==> src/rtl/fetch_ctrl_if.sv <==
// Bundles the fetch controller's signals: the instruction-memory read port, the
// decode-side valid/stall handshake and the PC redirect/halt controls.
interface fetch_ctrl_if;
  // Instruction memory read port
  logic        mem_rd;
  logic [15:0] mem_addr;
  logic [15:0] mem_data_out;
  logic        mem_done;

  // Decode handshake and control flow
  logic        decode_stall;
  logic        redirect;
  logic [15:0] redirect_pc;
  logic        halt;
  logic [15:0] instr;
  logic [15:0] instr_pc;
  logic [15:0] pc_plus2;
  logic        instr_valid;
  logic [15:0] curr_pc;

  modport master (
    output mem_rd, mem_addr, instr, instr_pc, pc_plus2, instr_valid, curr_pc,
    input  mem_data_out, mem_done, decode_stall, redirect, redirect_pc, halt
  );

  modport slave (
    input  mem_rd, mem_addr, instr, instr_pc, pc_plus2, instr_valid, curr_pc,
    output mem_data_out, mem_done, decode_stall, redirect, redirect_pc, halt
  );
endinterface

==> src/rtl/fetch_ctrl.sv <==
// Instruction-fetch controller: owns the PC, issues reads to a variable-latency
// instruction memory and hands each word to decode through a registered valid/stall stage.
module fetch_ctrl #(
  parameter logic [15:0] RESET_PC  = 16'h0000,
  parameter logic [15:0] NOP_INSTR = 16'h0800
) (
  input logic          clk,
  input logic          rst,
  fetch_ctrl_if.master bus
);

  typedef enum logic [1:0] {FETCH, DRAIN, HALTED} state_e;

  state_e      state_q, state_d;
  logic [15:0] pc_q, pc_d;
  logic [15:0] req_addr_q, req_addr_d;
  logic        pend_q, pend_d;          // a memory read is outstanding
  logic        halt_pend_q, halt_pend_d; // drain the open read, then halt
  logic [15:0] instr_q, instr_d;
  logic [15:0] instr_pc_q, instr_pc_d;
  logic [15:0] pc_plus2_q, pc_plus2_d;
  logic        valid_q, valid_d;
  logic        issue;
  logic [15:0] fetch_addr;

  // A new read starts only from FETCH with the output slot free; qualifying with
  // rst keeps mem_rd low for the whole time reset is held.
  assign issue = rst && (state_q == FETCH) && !pend_q
              && (!valid_q || !bus.decode_stall)
              && !bus.redirect && !bus.halt;

  assign fetch_addr      = pend_q ? req_addr_q : pc_q;
  assign bus.mem_rd      = pend_q || issue;
  assign bus.mem_addr    = fetch_addr;
  assign bus.instr       = instr_q;
  assign bus.instr_pc    = instr_pc_q;
  assign bus.pc_plus2    = pc_plus2_q;
  assign bus.instr_valid = valid_q;
  assign bus.curr_pc     = pc_q;

  always_comb begin
    // NOTE: every next-state signal gets its default first so no path can infer a latch.
    state_d     = state_q;
    pc_d        = pc_q;
    req_addr_d  = req_addr_q;
    halt_pend_d = halt_pend_q;
    instr_d     = instr_q;
    instr_pc_d  = instr_pc_q;
    pc_plus2_d  = pc_plus2_q;
    valid_d     = valid_q;
    pend_d      = (pend_q || issue) && !bus.mem_done;

    if (issue) req_addr_d = pc_q;

    // Decode took the held word; the slot empties unless refilled below.
    if (valid_q && !bus.decode_stall) begin
      valid_d = 1'b0;
      instr_d = NOP_INSTR;
    end

    case (state_q)
      FETCH: begin
        if (bus.halt) begin
          valid_d     = 1'b0;
          instr_d     = NOP_INSTR;
          halt_pend_d = pend_q && !bus.mem_done;
          state_d     = (pend_q && !bus.mem_done) ? DRAIN : HALTED;
        end else if (bus.redirect) begin
          pc_d    = bus.redirect_pc;
          valid_d = 1'b0;
          instr_d = NOP_INSTR;
          if (pend_q && !bus.mem_done) state_d = DRAIN;
        end else if (bus.mem_done && (pend_q || issue)) begin
          instr_d    = bus.mem_data_out;
          instr_pc_d = fetch_addr;
          pc_plus2_d = fetch_addr + 16'd2;
          valid_d    = 1'b1;
          pc_d       = pc_q + 16'd2;
        end
      end

      DRAIN: begin
        // The read in flight belongs to a flushed path; its data is never used.
        if (bus.halt)                            halt_pend_d = 1'b1;
        else if (bus.redirect && !halt_pend_q)   pc_d        = bus.redirect_pc;
        if (bus.mem_done) begin
          state_d     = (halt_pend_q || bus.halt) ? HALTED : FETCH;
          halt_pend_d = 1'b0;
        end
      end

      HALTED: begin
      end

      default: state_d = FETCH;
    endcase
  end

  always_ff @(posedge clk or negedge rst) begin
    if (!rst) begin
      state_q     <= FETCH;
      pc_q        <= RESET_PC;
      req_addr_q  <= RESET_PC;
      pend_q      <= 1'b0;
      halt_pend_q <= 1'b0;
      instr_q     <= NOP_INSTR;
      instr_pc_q  <= 16'h0000;
      pc_plus2_q  <= 16'h0002;
      valid_q     <= 1'b0;
    end else begin
      // NOTE: non-blocking assignments so every flop samples pre-edge values.
      state_q     <= state_d;
      pc_q        <= pc_d;
      req_addr_q  <= req_addr_d;
      pend_q      <= pend_d;
      halt_pend_q <= halt_pend_d;
      instr_q     <= instr_d;
      instr_pc_q  <= instr_pc_d;
      pc_plus2_q  <= pc_plus2_d;
      valid_q     <= valid_d;
    end
  end

endmodule

==> src/flat_wrapper.sv <==
// flat-port wrapper written by rule: the top's interface ports become plain ports
module fetch_ctrl_flat 
#(
  parameter logic [15:0] RESET_PC  = 16'h0000,
  parameter logic [15:0] NOP_INSTR = 16'h0800
)
  (clk, rst, bus_mem_rd, bus_mem_addr, bus_instr, bus_instr_pc, bus_pc_plus2, bus_instr_valid, bus_curr_pc, bus_mem_data_out, bus_mem_done, bus_decode_stall, bus_redirect, bus_redirect_pc, bus_halt);
  fetch_ctrl_if bus_i ();
  input logic clk;
  input logic rst;
  output wire logic [$bits(bus_i.mem_rd)-1:0] bus_mem_rd;
  output wire logic [$bits(bus_i.mem_addr)-1:0] bus_mem_addr;
  output wire logic [$bits(bus_i.instr)-1:0] bus_instr;
  output wire logic [$bits(bus_i.instr_pc)-1:0] bus_instr_pc;
  output wire logic [$bits(bus_i.pc_plus2)-1:0] bus_pc_plus2;
  output wire logic [$bits(bus_i.instr_valid)-1:0] bus_instr_valid;
  output wire logic [$bits(bus_i.curr_pc)-1:0] bus_curr_pc;
  input wire logic [$bits(bus_i.mem_data_out)-1:0] bus_mem_data_out;
  input wire logic [$bits(bus_i.mem_done)-1:0] bus_mem_done;
  input wire logic [$bits(bus_i.decode_stall)-1:0] bus_decode_stall;
  input wire logic [$bits(bus_i.redirect)-1:0] bus_redirect;
  input wire logic [$bits(bus_i.redirect_pc)-1:0] bus_redirect_pc;
  input wire logic [$bits(bus_i.halt)-1:0] bus_halt;
  assign bus_mem_rd = bus_i.mem_rd;
  assign bus_mem_addr = bus_i.mem_addr;
  assign bus_instr = bus_i.instr;
  assign bus_instr_pc = bus_i.instr_pc;
  assign bus_pc_plus2 = bus_i.pc_plus2;
  assign bus_instr_valid = bus_i.instr_valid;
  assign bus_curr_pc = bus_i.curr_pc;
  assign bus_i.mem_data_out = bus_mem_data_out;
  assign bus_i.mem_done = bus_mem_done;
  assign bus_i.decode_stall = bus_decode_stall;
  assign bus_i.redirect = bus_redirect;
  assign bus_i.redirect_pc = bus_redirect_pc;
  assign bus_i.halt = bus_halt;
  fetch_ctrl #(.RESET_PC(RESET_PC), .NOP_INSTR(NOP_INSTR)) u_core (.clk(clk), .rst(rst), .bus(bus_i));
endmodule
==> config.mk <==
export PLATFORM = sky130hd
export DESIGN_NAME = fetch_ctrl_flat
export DESIGN_NICKNAME = d
export VERILOG_FILES = /design/src/rtl/fetch_ctrl_if.sv /design/src/rtl/fetch_ctrl.sv /design/src/flat_wrapper.sv
export SDC_FILE = /design/constraint.sdc
export NUM_CORES = 1
export LEC_CHECK = 0
export ABC_AREA = 1
export BUFFER_PORTS_ARGS = -buffer_cell sky130_fd_sc_hd__buf_2
export CORE_MARGIN = 2
export CORE_UTILIZATION = 53
export DETAILED_ROUTE_END_ITERATION = 7
export PLACE_DENSITY = 0.86
export SLEW_MARGIN = 20
export SYNTH_ARGS = -nofsm -noshare
export SYNTH_HDL_FRONTEND = slang
export SYNTH_SLANG_ARGS = --single-unit
==> constraint.sdc <==
create_clock -name clk -period 2.3 [get_ports clk]
set_input_delay 0.46 -clock clk [delete_from_list [all_inputs] [get_ports clk]]
set_output_delay 0.46 -clock clk [all_outputs]
set_load 0.01 [all_outputs]
Word level (Yosys, flattened, before mapping)
Cells that the tools add are included.
{ "totals": {"regBits": 85, "in_bits": 38, "output_inout_bits": 82, "word_cells": 79} }
{ "op_classes": {"add_sub_neg": 2, "n_eq_ne": 11, "mux": 28, "n_bitwise": 3, "n_reduce_logical": 26} }
{ "op_table": {"columns": ["operator", "count"], "rows": [
  ["$mux 16", 11],
  ["$add 16x2->16 const B", 2],
  ["$pmux 16 s2", 1],
  ["$mux 2", 6],
  ["$ne 3x3->1 const B", 4],
  ["$logic_and 1x1->1", 10],
  ["$mux 1", 8],
  ["$ne 2x2->1 const B", 4],
  ["$reduce_and 4->1", 2],
  ["$logic_not 1->1", 7],
  ["$pmux 2 s3", 1],
  ["$reduce_and 5->1", 1],
  ["$logic_or 1x1->1", 3],
  ["$not 1->1", 3],
  ["$reduce_and 3->1", 1],
  ["$eq 2x1->1 const B", 1],
  ["$eq 2x2->1 const B", 1],
  ["$logic_not 2->1", 1],
  ["$ne 2x1->1 const B", 1],
  ["$pmux 1 s2", 1],
  ["$reduce_bool 2->1", 1]
]} }

Depth between registers and ports, before layout
Gate-level depths: netlist of run 1.
{ "logic_depth": {"ltp_word": 12, "mapped_depth": 14, "mapped_depth_nobuf": 11} }

Least setup slack after synthesis of run 1
Ideal clock, no wire load.
{ "synth_timing": {"path_kind": "reg2reg", "startpoint": "register u_core.pend_q", "endpoint": "register u_core.pc_plus2_q[13] (netlist: u_core.bus.pc_plus2[13])", "setup_time_ns": 0.124, "arrival_time_ns": 1.904, "t_required_ns": 2.176, "setup_slack_ns": 0.272, "stages_incl_launch_ff": 11, "path_buffers": 1, "synth_period_minus_slack_ns": 2.028, "cell_sequence": "dfrtp_1 buf_4 o21ai_0 ha_1 inv_1 nor2_2 nand3_1 nor2_2 nand2_1 nand2_1 nand3_1"} }
{ "synth_via": {"elab_cells_between_ends": 10, "cone_classes": "1 x add/sub; 1 x mux; 8 x reduce/logical"} }
{ "synth_rtl": {"columns": ["item", "line", "rtl"], "rows": [
  ["start: declaration", "fetch_ctrl.sv:17", "logic pend_q, pend_d;"],
  ["start signal: assignment", "fetch_ctrl.sv:115", "pend_q <= pend_d;"],
  ["$mux 16", "fetch_ctrl.sv:32", "assign fetch_addr = pend_q ? req_addr_q : pc_q;"],
  ["via bus_mem_addr[2]", "flat_wrapper.sv:12", "output wire logic [$bits(bus_i.mem_addr)-1:0] bus_mem_addr;"],
  ["$add 16x2->16", "fetch_ctrl.sv:76", "pc_plus2_d = fetch_addr + 16'd2;"],
  ["end signal: assignment", "fetch_ctrl.sv:119", "pc_plus2_q <= pc_plus2_d;"],
  ["end: declaration", "fetch_ctrl.sv:21", "logic [15:0] pc_plus2_q, pc_plus2_d;"]
]} }
The timed path passes the listed nets, and every way through them passes these cells.
A chain may end at the register's enable or synchronous reset.

Worst setup path in the final report of run 1
{ "layout_timing": {"startpoint": "register u_core.pend_q", "endpoint": "output bus_mem_addr[3]"} }
{ "layout_via": {"elab_chain_cells": 1} }
{ "layout_rtl": {"columns": ["item", "line"], "rows": [
  ["$mux 16", "fetch_ctrl.sv:32"],
  ["end: declaration", "flat_wrapper.sv:12"]
]} }
No other way between the ends.

==> results of run 1 <==
[power breakdown]
group	switching, mW	internal, mW	leakage, nW
clock	0.528	0.563	0.0959
sequential	0.479	2.01	1.11
combinational	1.82	0.988	1.81
total	2.83	3.56	3.01
[cell usage in the layout (no fill, tap or decap), types with 2 or more instances in the layout]
cell	synthesis	final
clkbuf_8	0	11
inv_2	3	3
clkbuf_1	8	2
buf_4	5	7
o21ai_0	54	54
nand2_4	2	2
nor2_4	3	3
dfstp_2	2	2
o21ai_1	9	9
nor2_2	3	3
o211ai_1	8	8
clkinvlp_4	0	2
a21oi_1	5	5
o21ai_2	2	2
buf_2	6	118
nor2_1	52	52
nand3_1	51	51
nand2_2	2	2
xor2_1	6	6
nand2_1	253	253
nand4_1	5	5
dfrtp_1	82	81
inv_1	46	46
ha_1	2	2
[stage by stage]
| stage | util | std cells |
|---|---|---|
| floorplan | - | 630 |
| global placement | 0.628 | 836 |
| detailed placement | 0.628 | 836 |
| CTS | 0.653 | 852 |
| global route | 0.653 | 852 |
| finish | 0.653 | 852 |
[metal layers]
metal	vias to the layer above	track usage	routed length, um
met5	-	0	0
met4	0	0.103	367
met3	33	0.0556	885
met2	195	0.397	5480
met1	2090	0.342	5150
li1	2227	-	-
[registers in the layout, indices dropped and copies added (netlist names)]
register	count
u_core.pend_q	1
u_core.state_q	2
u_core.bus.instr_pc	15
u_core.bus.curr_pc	16
u_core.bus.pc_plus2	16
u_core.req_addr_q	16
u_core.halt_pend_q	1
u_core.bus.instr	16
u_core.bus.instr_valid	1
[area by class of cell]
cell class,instances,share of cell area
inverters,51,0.0358
multi-input cells,470,0.392
well taps,105,0.0242
clock inverters,3,0.00831
clock buffers,13,0.0293
repair buffers,126,0.122
flip-flops and latches,84,0.389
[kinds of logic after synthesis]
group / share of synthesized area
AO/OA/AOI/OAI: 0.105
XOR/XNOR: 0.0134
AND/OR/NAND/NOR: 0.339
adder cells (fa/ha/maj): 0.00547
buffers and inverters: 0.0768
flip-flops: 0.460
[what timing repair did]
action	in CTS	in global routing
setup buffers	0	0
hold buffers	0	0
gates resized for setup	0	1
setup endpoints to repair	0	4
[final timing paths]
path,from,endpoint,slack (ns),cells past startpoint
min reg2reg,u_core.bus.instr_pc[14],u_core.bus.instr_pc[14],0.48,2
max in group asynchronous,rst,u_core.req_addr_q[10],1.10,3
max reg2reg,u_core.pend_q,u_core.bus.pc_plus2[6],0.27,8
min in group clk,bus_mem_data_out[14],u_core.bus.instr[14],0.32,3
min,rst,u_core.bus.curr_pc[6],0.22,2
max,u_core.pend_q,bus_mem_addr[3],0.10,3
[critical path, delay by kind of cell (launching register included)]
| family | cells | cell delay, ns |
|---|---|---|
| DFF | 1 | 0.50 |
| buffers and inverters | 2 | 0.48 |
| AOI/OAI and AO/OA | 1 | 0.41 |
==> out/results.ini, run 1 <==
[outcome]
outcome=completed

[timing]
fin_setup_tns_ns=0
layout_setup_ws_ns=0.103
fin_hold_ws_ns=0.224
hold_violations=0
skew_ns=0.00806
rsz0062_at_grt=false
fin_crit_ns=2.20
slew_headroom=0.394
fin_crit_sh=0.955
slew_viol_final=0
tightestPinTransition_ns=0.908
max_freq_mhz=455
setup-violations-final=0

[global_route]
antenna_found_initial=0
track_usage=0.253
grt_pass1_wl_mm=19.6
grt-ovfl-total=0
grt_max_degree=49
grt_pass1_vias=4214

[logic_synthesis]
ys_types=39
ys_warn_count=0
synthFlopType=dfrtp_1
synth-seq-cells=84
yosysTopAreaCell=dfrtp_1
synth_common_cells=253 x nand2_1, 82 x dfrtp_1, 54 x o21ai_0
synth-async-reset-ratio=1.00
yosysSeqAreaShare=0.460
synth_top_cells_by_area=dfrtp_1 45%, nand2_1 21%, o21ai_0 5.9%
syn_nets=670
syn-cell-area_um2=4580
synth_most_common_cell=nand2_1
netlist_instances=630
synth_top_area_share=0.448
avgSynthCellArea_um2=7.27
synth_edf_count=0

[job]
max_cap_viol_count=0

[layout]
drive_above_1_share=0.218
nFillCells=720
final-seq-area_um2=2110
final_area_um2=5420
n_antenna_cell=0
multi_input_area_um2=2120
nets=782
area.growth.synth_to_final_pct=18.4

[power_and_ir_drop]
pwr_density_cell_nw_per_um2=1180
peakVddDrop_mv=0.595
finalPower_mw=6.39
p_leak_nw=3.01

[setup_path]
arrival_ns=1.74
path_max_fanout=24
max_stage_delay_ns=0.50
end_kind=primary output
worstPathRequired_ns=1.84
start_kind=register
path_cells=buf_4, o21ai_0, buf_2
crit_type=register to primary output
crit_path_top_delay_cell=dfrtp_2

[cts]
clock_path_buffers=2
cts_root_buf=clkbuf_8
htree_levels=3
cts_buffers=9
clock_sinks=84
path_clk_slew_ns=0.09
cts_tree=done
clkLatencyLatePin_ns=0.35

[drt]
wl_mm=11.9
vias=4545
avgRoutedWirePerCell_um=13.9
final_antenna_net_count=0
initialDrtViolationCount=442
drc_errors=0
drtPass1Iterations=6
vias_per_cell=5.33

[floorplan]
die_w_um=96.9
start_util=0.552
io_pins=120
core_area_um2=8300
die_y_um=96.9
floorplan.rows=33
dieArea_um2=9400

[placed_design]
place.gp.congestion=0.941
io_buffers=119
place_area_um2=5220
place_ws_ns=0.267
hpwl_mm=8.80

[min_path]
hold_path.class=input pin to asynchronous set/reset pin

No activity file was read; power rests on OpenSTA's default activity.
==> inputs of run 2 (changes only) <==
--- a/config.mk
+++ b/config.mk
@@ -10,7 +10,7 @@
 export CORE_MARGIN = 2
 export CORE_UTILIZATION = 53
 export DETAILED_ROUTE_END_ITERATION = 7
-export PLACE_DENSITY = 0.86
+export PLACE_DENSITY = 0.77
 export SLEW_MARGIN = 20
 export SYNTH_ARGS = -nofsm -noshare
 export SYNTH_HDL_FRONTEND = slang
==> run 2 against run 1 <==
Against the previous run:
- final cell count did not move
- core utilization rose by 0.21 points
- final area rose by 0.32%
- maximum frequency rose by 2.9%
- sequential power barely moved
- non-clock buffer count did not move
==> out/results.ini, run 2 (same netlist as run 1, synthesis figures left out) <==
[power_and_ir_drop]
finalPower_mw=6.39  ; about the same
pwr_density_cell_nw_per_um2=1180  ; about the same
peakVddDrop_mv=0.518  ; was 0.595 mV
p_leak_nw=3.02  ; was 3.01 nW

[layout]
utilization=0.655  ; was 0.653
n_antenna_cell=0  ; unchanged
nFillCells=739  ; was 720
layout_common_cells=253 x nand2_1, 118 x buf_2, 81 x dfrtp_1  ; unchanged
final_area_um2=5440  ; was 5420 um^2
area.growth.synth_to_final_pct=18.8  ; was 18.4%
mostFrequentLayoutCell=nand2_1  ; unchanged
instances_no_fill=852  ; unchanged
nets=782  ; unchanged
drive_above_1_share=0.218  ; unchanged

[timing]
setup-violations-final=0  ; unchanged
slew_viol_final=0  ; unchanged
rsz0062_at_grt=false  ; unchanged
hold_violations=0  ; unchanged
slew_headroom=0.387  ; was 0.394
fin_hold_ws_ns=0.167  ; was 0.224 ns
layout_setup_ws_ns=0.166  ; was 0.103 ns
tightestPinTransition_ns=0.920  ; was 0.908 ns
skew_ns=0.0119  ; was 0.00806 ns
max_freq_mhz=469  ; was 455 MHz
fin_setup_tns_ns=0  ; unchanged
fin_crit_sh=0.928  ; was 0.955
fin_crit_ns=2.13  ; was 2.20 ns

[drt]
wl_met2_mm=5.39  ; was 5.48 mm
met1_length_mm=5.36  ; was 5.15 mm
wl_mm=11.5  ; was 11.9 mm
initialDrtViolationCount=268  ; was 442
vias=4443  ; was 4,545
avgRoutedWirePerCell_um=13.5  ; was 13.9 um
final_antenna_net_count=0  ; unchanged
vias_per_cell=5.21  ; was 5.33
drc_errors=0  ; unchanged
highest_layer=met4  ; unchanged
drtPass1Iterations=5  ; was 6
dr_wl_met3_um=611  ; was 885 um

[global_route]
track_usage=0.249  ; was 0.253
grt-ovfl-total=0  ; unchanged
grt_max_degree=85  ; was 49
grt_pass1_wl_mm=19.3  ; was 19.6 mm
antenna_found_initial=0  ; unchanged
grt_pass1_vias=3996  ; was 4,214

[floorplan]
die_y_um=96.9  ; unchanged
dieArea_um2=9400  ; unchanged
floorplan.rows=33  ; unchanged
io_pins=120  ; unchanged
core_area_um2=8300  ; unchanged
die_w_um=96.9  ; unchanged
start_util=0.552  ; unchanged

[cts]
clkLatencyLatePin_ns=0.36  ; was 0.35 ns
cts_tree=done  ; unchanged
cts_buffers=9  ; unchanged
htree_levels=3  ; unchanged
clock_sinks=84  ; unchanged
cts_root_buf=clkbuf_8  ; unchanged
path_clk_slew_ns=0.08  ; was 0.09 ns
clock_path_buffers=2  ; unchanged

[setup_path]
rrSetupSlack_ns=0.36  ; was 0.27 ns
worstPathRequired_ns=1.84  ; about the same
reg2reg_to=u_core.bus.curr_pc[13]  ; was u_core.bus.pc_plus2[6]
path_max_fanout=28  ; was 24
regToRegStartpoint=u_core.bus.curr_pc[1]  ; was u_core.pend_q
crit_type=register to primary output  ; unchanged
end_kind=primary output  ; unchanged
reg2reg_depth=9  ; was 8
arrival_ns=1.67  ; was 1.74 ns
start_kind=register  ; unchanged

[placed_design]
hpwl_mm=8.46  ; was 8.80 mm
place_inst=836  ; unchanged
io_buffers=119  ; unchanged
place.gp.congestion=0.843  ; was 0.941
place_ws_ns=0.370  ; was 0.267 ns
place_area_um2=5230  ; was 5220 um^2

[outcome]
outcome=completed  ; unchanged

[min_path]
hold_path.class=input pin to asynchronous set/reset pin  ; unchanged

[job]
max_cap_viol_count=0  ; unchanged

## run 2: cell types whose count changed in the layout (fill, tap and decap cells not counted)
cell,previous run,this run
clkinvlp_4,2,1
clkbuf_8,11,9
bufinv_16,1,2
clkinv_2,0,2
buf_4,7,6
buf_12,1,2
## run 2: critical path, cell delays in order, from the launching register on
cell	delay, ns
dfrtp_2	0.48
buf_4	0.25
o21ai_2	0.35
inv_1	0.09
buf_2	0.15
## run 2: cell type report
class / instances / area, um^2 / share of cell area
Clock buffer: 11 / 131 / 0.0242
Timing Repair Buffer: 126 / 676 / 0.124
Clock inverter: 5 / 77.6 / 0.0143
Sequential cell: 84 / 2110 / 0.387
Multi-Input combinational cell: 470 / 2120 / 0.390
Tap cell: 105 / 131 / 0.0242
Inverter: 51 / 194 / 0.0357
## run 2: timing repair
action / CTS / global route
hold endpoints to repair: 0 / 0
gates resized for setup: 0 / 1
endpoints found under the setup margin: 0 / 2
setup buffers: 0 / 0
hold buffers: 0 / 0
## run 2: worst max path at each step
| stage | from | end | slack, ns | depth (start not counted) |
|---|---|---|---|---|
| after floorplan | u_core.pend_q | u_core.bus.pc_plus2[13] | 0.27 | 10 |
| after global placement | u_core.pend_q | u_core.bus.pc_plus2[6] | 0.36 | 8 |
| after detailed placement | u_core.pend_q | u_core.bus.pc_plus2[6] | 0.37 | 8 |
| after CTS | u_core.pend_q | bus_mem_addr[15] | 0.09 | 5 |
| after global routing | u_core.pend_q | bus_mem_addr[3] | 0.09 | 3 |
| final | u_core.pend_q | bus_mem_addr[15] | 0.17 | 4 |
## run 2: power by group
part	switching, mW	internal (mW)	total (mW)
clock network	0.518	0.609	1.13
logic	1.80	0.999	2.79
registers	0.460	2.01	2.47
## run 2: layer usage
metal	global-route usage	vias up
li1	-	2222
met1	0.357	2074
met2	0.387	136
met3	0.0383	11
met4	0.0845	0
met5	0	-
